===== src/rtl/fsm_ctrl_nch.sv =====
// fsm_ctrl_nch: supervisory controller for NCH FIFO channels.
// Latches per-channel thresholds during INIT, tracks idle/active traffic,
// and records sticky per-channel errors with a saturating entry counter.
module fsm_ctrl_nch #(
    parameter int NCH      = 5,
    parameter int THW      = 4,
    parameter int IDLE_CNT = 2
) (
    input  logic                 clk,
    input  logic                 reset,
    input  logic                 init,
    input  logic                 err_clr,
    input  logic [NCH*THW-1:0]   umbrales_in,
    input  logic [NCH-1:0]       FIFO_error,
    input  logic [NCH-1:0]       FIFO_empty,
    output logic [NCH*THW-1:0]   umbrales_out,
    output logic                 idle_out,
    output logic                 active_out,
    output logic [NCH-1:0]       error_out,
    output logic [7:0]           err_count,
    output logic [2:0]           state_out
);

    typedef enum logic [2:0] {
        S_RESET  = 3'd0,
        S_INIT   = 3'd1,
        S_IDLE   = 3'd2,
        S_ACTIVE = 3'd3,
        S_ERROR  = 3'd4
    } state_t;

    // Idle counter compares one step ahead so the IDLE transition lands on
    // the edge where the count would reach IDLE_CNT.
    localparam logic [8:0] IDLE_LIM = 9'(IDLE_CNT);

    state_t               r_state;
    logic [NCH*THW-1:0]   r_umb;
    logic                 r_idle;
    logic                 r_active;
    logic [NCH-1:0]       r_err;
    logic [7:0]           r_err_cnt;
    logic [7:0]           r_idle_cnt;

    logic                 w_any_err;
    logic                 w_all_empty;
    logic [8:0]           w_idle_inc;
    logic [7:0]           w_err_cnt_inc;

    assign w_any_err     = |FIFO_error;
    assign w_all_empty   = &FIFO_empty;
    assign w_idle_inc    = {1'b0, r_idle_cnt} + 9'd1;
    assign w_err_cnt_inc = (r_err_cnt == 8'hFF) ? 8'hFF : r_err_cnt + 8'd1;

    // State register and all Moore outputs; every output is registered alongside the state.
    always_ff @(posedge clk) begin
        if (!reset) begin
            r_state    <= S_RESET;
            r_umb      <= '0;
            r_idle     <= 1'b0;
            r_active   <= 1'b0;
            r_err      <= '0;
            r_err_cnt  <= 8'd0;
            r_idle_cnt <= 8'd0;
        end else begin
            case (r_state)
                S_RESET: begin
                    r_state    <= S_INIT;
                    r_umb      <= '0;
                    r_idle     <= 1'b0;
                    r_active   <= 1'b0;
                    r_idle_cnt <= 8'd0;
                end

                S_INIT: begin
                    // Thresholds track the input on every INIT edge, including the exit edge.
                    r_umb      <= umbrales_in;
                    r_idle_cnt <= 8'd0;
                    if (w_any_err) begin
                        r_state   <= S_ERROR;
                        r_err     <= FIFO_error;
                        r_err_cnt <= w_err_cnt_inc;
                        r_idle    <= 1'b0;
                        r_active  <= 1'b0;
                    end else if (!init) begin
                        r_state  <= S_IDLE;
                        r_idle   <= 1'b1;
                        r_active <= 1'b0;
                    end
                end

                S_IDLE: begin
                    if (w_any_err) begin
                        r_state    <= S_ERROR;
                        r_err      <= FIFO_error;
                        r_err_cnt  <= w_err_cnt_inc;
                        r_idle     <= 1'b0;
                        r_active   <= 1'b0;
                        r_idle_cnt <= 8'd0;
                    end else if (init) begin
                        r_state  <= S_INIT;
                        r_idle   <= 1'b0;
                        r_active <= 1'b0;
                    end else if (!w_all_empty) begin
                        r_state    <= S_ACTIVE;
                        r_idle     <= 1'b0;
                        r_active   <= 1'b1;
                        r_idle_cnt <= 8'd0;
                    end
                end

                S_ACTIVE: begin
                    if (w_any_err) begin
                        r_state    <= S_ERROR;
                        r_err      <= FIFO_error;
                        r_err_cnt  <= w_err_cnt_inc;
                        r_idle     <= 1'b0;
                        r_active   <= 1'b0;
                        r_idle_cnt <= 8'd0;
                    end else if (init) begin
                        r_state    <= S_INIT;
                        r_idle     <= 1'b0;
                        r_active   <= 1'b0;
                        r_idle_cnt <= 8'd0;
                    end else if (w_all_empty) begin
                        if (w_idle_inc == IDLE_LIM) begin
                            r_state    <= S_IDLE;
                            r_idle     <= 1'b1;
                            r_active   <= 1'b0;
                            r_idle_cnt <= 8'd0;
                        end else begin
                            r_idle_cnt <= w_idle_inc[7:0];
                        end
                    end else begin
                        // Any traffic restarts the quiet-period count.
                        r_idle_cnt <= 8'd0;
                    end
                end

                S_ERROR: begin
                    // Errors accumulate; init is deliberately ignored here.
                    if (err_clr && !w_any_err) begin
                        r_state <= S_INIT;
                        r_err   <= '0;
                    end else begin
                        r_err <= r_err | FIFO_error;
                    end
                    r_idle     <= 1'b0;
                    r_active   <= 1'b0;
                    r_idle_cnt <= 8'd0;
                end

                default: begin
                    r_state    <= S_RESET;
                    r_idle     <= 1'b0;
                    r_active   <= 1'b0;
                    r_idle_cnt <= 8'd0;
                end
            endcase
        end
    end

    assign umbrales_out = r_umb;
    assign idle_out     = r_idle;
    assign active_out   = r_active;
    assign error_out    = r_err;
    assign err_count    = r_err_cnt;
    assign state_out    = r_state;

endmodule


===== config.mk =====
export PLATFORM = sky130hd
export DESIGN_NAME = fsm_ctrl_nch
export DESIGN_NICKNAME = d
export VERILOG_FILES = /design/src/rtl/fsm_ctrl_nch.sv
export SDC_FILE = /design/constraint.sdc
export NUM_CORES = 1
export LEC_CHECK = 0
export CORE_MARGIN = 4
export CORE_UTILIZATION = 30
export CTS_CLUSTER_SIZE = 30
export DETAILED_ROUTE_END_ITERATION = 12
export GPL_TIMING_DRIVEN = 0
export HOLD_SLACK_MARGIN = 0.08
export MAX_ROUTING_LAYER = met4
export SLEW_MARGIN = 20
export SYNTH_ARGS = -nofsm -noshare
export SYNTH_HDL_FRONTEND = slang
export SYNTH_SLANG_ARGS = --single-unit

===== constraint.sdc =====
create_clock -name clk -period 4 [get_ports clk]
set_clock_uncertainty 0.05 [all_clocks]
set_input_delay 1 -clock clk [delete_from_list [all_inputs] [get_ports clk]]
set_output_delay 1 -clock clk [all_outputs]
set_load 0.01 [all_outputs]

Word-level counts from Yosys, hierarchy flattened
Index checks and enable logic that the tools add are counted.
{"block": "classes", "add_sub_neg": 2, "n_eq_ne": 14, "n_mux": 44, "bitwise": 1, "reduce_logical": 13}
{"cell": "8-bit two-way mux", "count": 8}
{"cell": "20-bit case mux with 2 select lines", "count": 1}
{"cell": "3-bit two-way mux", "count": 10}
{"cell": "1-bit two-way mux", "count": 18}
{"cell": "8-bit case mux with 2 select lines", "count": 1}
{"cell": "3-bit case mux with 5 select lines", "count": 1}
{"cell": "4-bit inequality test, second input constant", "count": 3}
{"cell": "5-bit two-way mux", "count": 2}
{"cell": "5-bit case mux with 2 select lines", "count": 1}
{"cell": "5-bit AND reduction", "count": 2}
{"cell": "8-bit by 1-bit adder with 9-bit output, second input constant", "count": 1}
{"cell": "9-bit by 2-bit == test with 1-bit output, second input constant", "count": 1}
{"cell": "3-bit inequality test, second input constant", "count": 3}
{"cell": "8-bit by 1-bit adder with 8-bit output, second input constant", "count": 1}
{"cell": "8-bit == test, second input constant", "count": 1}
{"cell": "3-bit by 2-bit == test with 1-bit output, second input constant", "count": 2}
{"cell": "1-bit case mux with 3 select lines", "count": 2}
{"cell": "2-bit AND reduction", "count": 3}
{"cell": "5-bit OR", "count": 1}
{"cell": "5-bit OR reduction", "count": 1}
{"cell": "4-bit AND reduction", "count": 1}
{"cell": "2-bit nonzero test", "count": 2}
{"cell": "3-bit by 1-bit == test with 1-bit output, second input constant", "count": 1}
{"cell": "3-bit == test, second input constant", "count": 1}
{"cell": "6 further kinds", "count": 6}
{"block": "word_totals", "register_bits": 46, "in_bits": 34, "output_inout_bits": 38, "wordCells": 81}

Longest topological paths before layout
Gate-level depths: netlist of run 1.
{"block": "depth", "depth_word": 7, "mapped_depth": 8, "ltp_nobuf": 7}

Least setup slack after synthesis of run 1
Ideal clock, no wire load.
{"block": "synth_path", "path_type": "in2reg", "startpoint": "input port FIFO_error[2]", "endpoint": "register r_idle_cnt[6]", "setup_time_ps": 67, "arrival_time_ps": 2280, "t_required_ps": 3883, "path_slack_ps": 1603, "path_stages": 5, "path_buffers": 0, "cell_sequence": "or2_4 -> nand2b_2 -> or3_1 -> or3_1 -> a21oi_2"}
{"block": "synth_via", "elab_chain_cells": 3, "elab_cells_between_ends": 7, "classes_between": "eq/ne (2); mux (3); reduce/logical (2)"}
{"element": "start: declaration", "line": "14", "source": "input logic [NCH-1:0] FIFO_error,"}
{"element": "5-bit OR reduction *", "line": "49", "source": "assign w_any_err = |FIFO_error;"}
{"element": "8-bit two-way mux (tied with other cells)", "line": "112", "source": "if (w_any_err) begin"}
{"element": "8-bit case mux with 2 select lines / 2-bit AND reduction (equally long branches)"}
{"element": "end signal: assignment", "line": "131", "source": "r_idle_cnt <= w_idle_inc[7:0];"}
{"element": "end: declaration", "line": "42", "source": "logic [7:0] r_idle_cnt;"}
Every way passes the cells marked *; elsewhere a longest branch is shown, timed or not.
A chain may end at the register's enable or synchronous reset.

Final worst setup path of run 1
{"block": "layout_path", "startpoint": "input port FIFO_error[3]", "endpoint": "register r_idle_cnt[4]"}
The elaborated chain is that of the path after synthesis.

==> reports/qor.yml, run 1 <==
sta:
  tns_ns: 0
  rsz0062_at_grt: "no"
  final-hold-violation-count: 0
  period_needed_ns: 2.88
  drv_slew: 0
  relSlewSlack_pct: 60.5
  worst_pin_slew_ns: 0.589
  period_share_pct: 71.9
  setup_viol: 0
  fmax_mhz: 348
  setup_ws_ns: 1.12
logic_synthesis:
  async_flop_share_pct: 0
  ys_warn_count: 0
  ys_seq_elements: 46
  yosys.area.top_type: "dfxtp_1"
  ys_seq_area_share_pct: 41.7
  synth_flop_cell: "dfxtp_1"
  synth_top_area_share_pct: 41.7
  synthCells: 276
  netlist_top_cells_count: "dfxtp_1, nand2_1, nand3_1"
  synth_area_leaders: "dfxtp_1, nand3_1, a21oi_1, nand2_1, nor2_1"
  synth.distinct_cells: 47
  synth_most_common_cell: "dfxtp_1"
  syn-num-nets: 313
  mappedNetlistArea_mm2: 0.00221
  avgSynthCellArea_um2: 8.01
  synth_edf_count: 0
floorplanning:
  ios: 72
  die_h_um: 93.8
  initial_utilization_pct: 30.6
  row_count: 31
  die_area_mm2: 0.00881
  core-area_mm2: 0.00721
  die_w_um: 93.8
final_layout:
  stdcell_area_mm2: 0.00313
  antennaDiodeCount: 0
  area_growth_pct: 41.7
  drive_gt1_share_pct: 6.48
  fin_util_pct: 43.4
  nNetsFinal: 391
setup_path:
  critPathKind: "input port to register"
  cp_top_family: "simple AND/OR/NAND/NOR gates"
  critPathBufInv: 1
  slowest_stage: "clkdlybuf4s50_1"
  cp_cell_sequence: "clkdlybuf4s50_1, nor4_4, nand2b_2, nor3_2, nand3_1, o31ai_1"
  max_stage_delay_ns: 0.56
  cp.required_ns: 4.16
  start_kind: "input port"
  cp-end-kind: "register"
  timing.critical_path.fanout_max: 8
  cp.arrival_ns: 3.04
clock_tree:
  root_buffer: "clkbuf_8"
  clock_latency_ns: 0.29
  cts_setup_buffers: 0
  cts_buffers: 5
  cts_hold_buf: 0
  cts_tree: "yes"
  clockBufferDepth: 2
  cts_resized: 0
  cts.sinks: 46
  clk_pin_slew_ns: 0.09
  cts_htree_levels: 2
min_path:
  hold_path.class: "register to register"
power_and_ir_drop:
  pwr-share-clk_pct: 29.2
  ir_drop_mv: 0.161
  total_leakage_power_nw: 1.05
  power_density_mw_per_mm2: 315
  p_seq_share_pct: 50.4
  p_sw_w: 0.000282
  pwr-share-comb_pct: 20.5
  internal_power_w: 0.000704
  p_sw_share_pct: 28.6
grt:
  antenna_found_initial: 0
  grt.total_usage_pct: 14.5
  gr-total-overflow: 0
  grt_pass1_wl_um: 10100
  grt_pass1_vias: 2132
  grt_max_degree: 15
placed_design:
  pre_cts_ws_ns: 0.830
  place_congestion: 0.812
  dp_hpwl_um: 4570
  portBuffers: 71
  place_area_mm2: 0.00305
route:
  avgRoutedWirePerCell_um: 13.4
  drt_first_pass_iters: 5
  wl_um: 6080
  antenna_left: 0
  num_vias: 2209
  drc: 0
  viasPerCell: 4.87
  drtIter0Drc: 74
run_status:
  status: "finished, final reports clean"
job:
  drv_cap: 0
## worst paths after layout
path                     from          endpoint  slack, ns  depth (start not counted)
max             FIFO_error[3]     r_idle_cnt[4]       1.12                          6
min          umbrales_out[13]  umbrales_out[13]       0.41                          2
max reg2reg     r_idle_cnt[0]      state_out[0]       1.74                          7
min reg2reg  umbrales_out[13]  umbrales_out[13]       0.41                          2
## state kept, by name, indices dropped and copies added (netlist names)
register / flops
active_out: 1
idle_out: 1
err_count: 8
umbrales_out: 20
error_out: 5
r_idle_cnt: 8
state_out: 3
## power by group through the flow
stage | Clock, W | Sequential, W | Combinational [W]
finish | 0.000287 | 0.000496 | 0.000202
global route | 0.000315 | 0.000500 | 0.000221
CTS | 0.000295 | 0.000497 | 0.000204
detailed placement | 0 | 0.000507 | 0.000202
global placement | 0 | 0.000507 | 0.000202
floorplan | 0 | 0.000516 | 0.0000846
## layer usage
layer	track usage (%)	up-vias	wire length, µm
met1	18.1	1023	2830
met4	3.97	0	45
met5	-	-	0
li1	-	1134	-
met2	22.4	50	2840
met3	4.81	2	362
## cell usage in the layout (no fill, tap or decap), types with 4 or more instances in the layout
| cell type | netlist | layout |
|---|---|---|
| a211oi_1 | 6 | 6 |
| a21oi_1 | 33 | 33 |
| a31oi_1 | 4 | 4 |
| clkbuf_1 | 12 | 13 |
| clkbuf_8 | 0 | 5 |
| clkdlybuf4s50_1 | 0 | 71 |
| dfxtp_1 | 46 | 46 |
| inv_1 | 5 | 5 |
| nand2_1 | 42 | 42 |
| nand3_1 | 35 | 35 |
| nand3b_1 | 4 | 4 |
| nand4_1 | 5 | 5 |
| nor2_1 | 14 | 14 |
| nor3_1 | 8 | 8 |
| o21ai_0 | 6 | 6 |
| o21bai_1 | 4 | 4 |
## area by class of cell
class                           instances  area (µm²)
Multi-Input combinational cell        209        1210
Tap cell                               99         124
Clock inverter                          2        13.8
Timing Repair Buffer                   71         711
Buffer                                 16        63.8
Fill cell                             758        4080
Clock buffer                            6        72.6
Inverter                                5        18.8
Sequential cell                        46         921
## cell families (layout without fill, tap and decap cells)
group	count (synthesis)	after routing	synth area share [%]
compound gates	67	67	18.7
flops	46	46	41.7
buf+inv	21	100	3.73
xor+xnor	4	4	1.58
mux	3	3	1.36
simple gates	132	132	31.2
fa+ha+maj	3	3	1.70
## metrics by stage
stage | hold slack [ns] | total power (W) | std cells
detailed placement | 0.398 | 0.000710 | 446
global placement | 0.388 | 0.000709 | 446
CTS | 0.412 | 0.000995 | 454
finish | 0.407 | 0.000986 | 454
floorplan | 0.426 | 0.000600 | 276
global route | 0.429 | 0.00104 | 454
## worst register-to-register path: stages, from the launching register on
cell      delay (ns)
dfxtp_1         0.45
ha_1            0.30
and3_1          0.29
nand3_1         0.10
a211oi_1        0.24
o211ai_2        0.23
o21ai_1         0.31
mux2i_1         0.21
No activity file was read; power rests on OpenSTA's default activity.
==> run 2: changes to the inputs <==
Clock period 4 ns to 2.9 ns, I/O delays scaled along.
==> results of run 2 <==
The final DEF is identical to that of run 1. Status: finished, final reports clean.
Among the figures that moved: setup slack after placement 0.830 ns -> 0.00516 ns; setup slack after layout 1.12 ns -> 0.298 ns; register-to-register setup slack 1.74 ns -> 0.64 ns; total power 0.000986 W -> 0.00136 W; worst IR drop on VDD 0.161 mV -> 0.223 mV
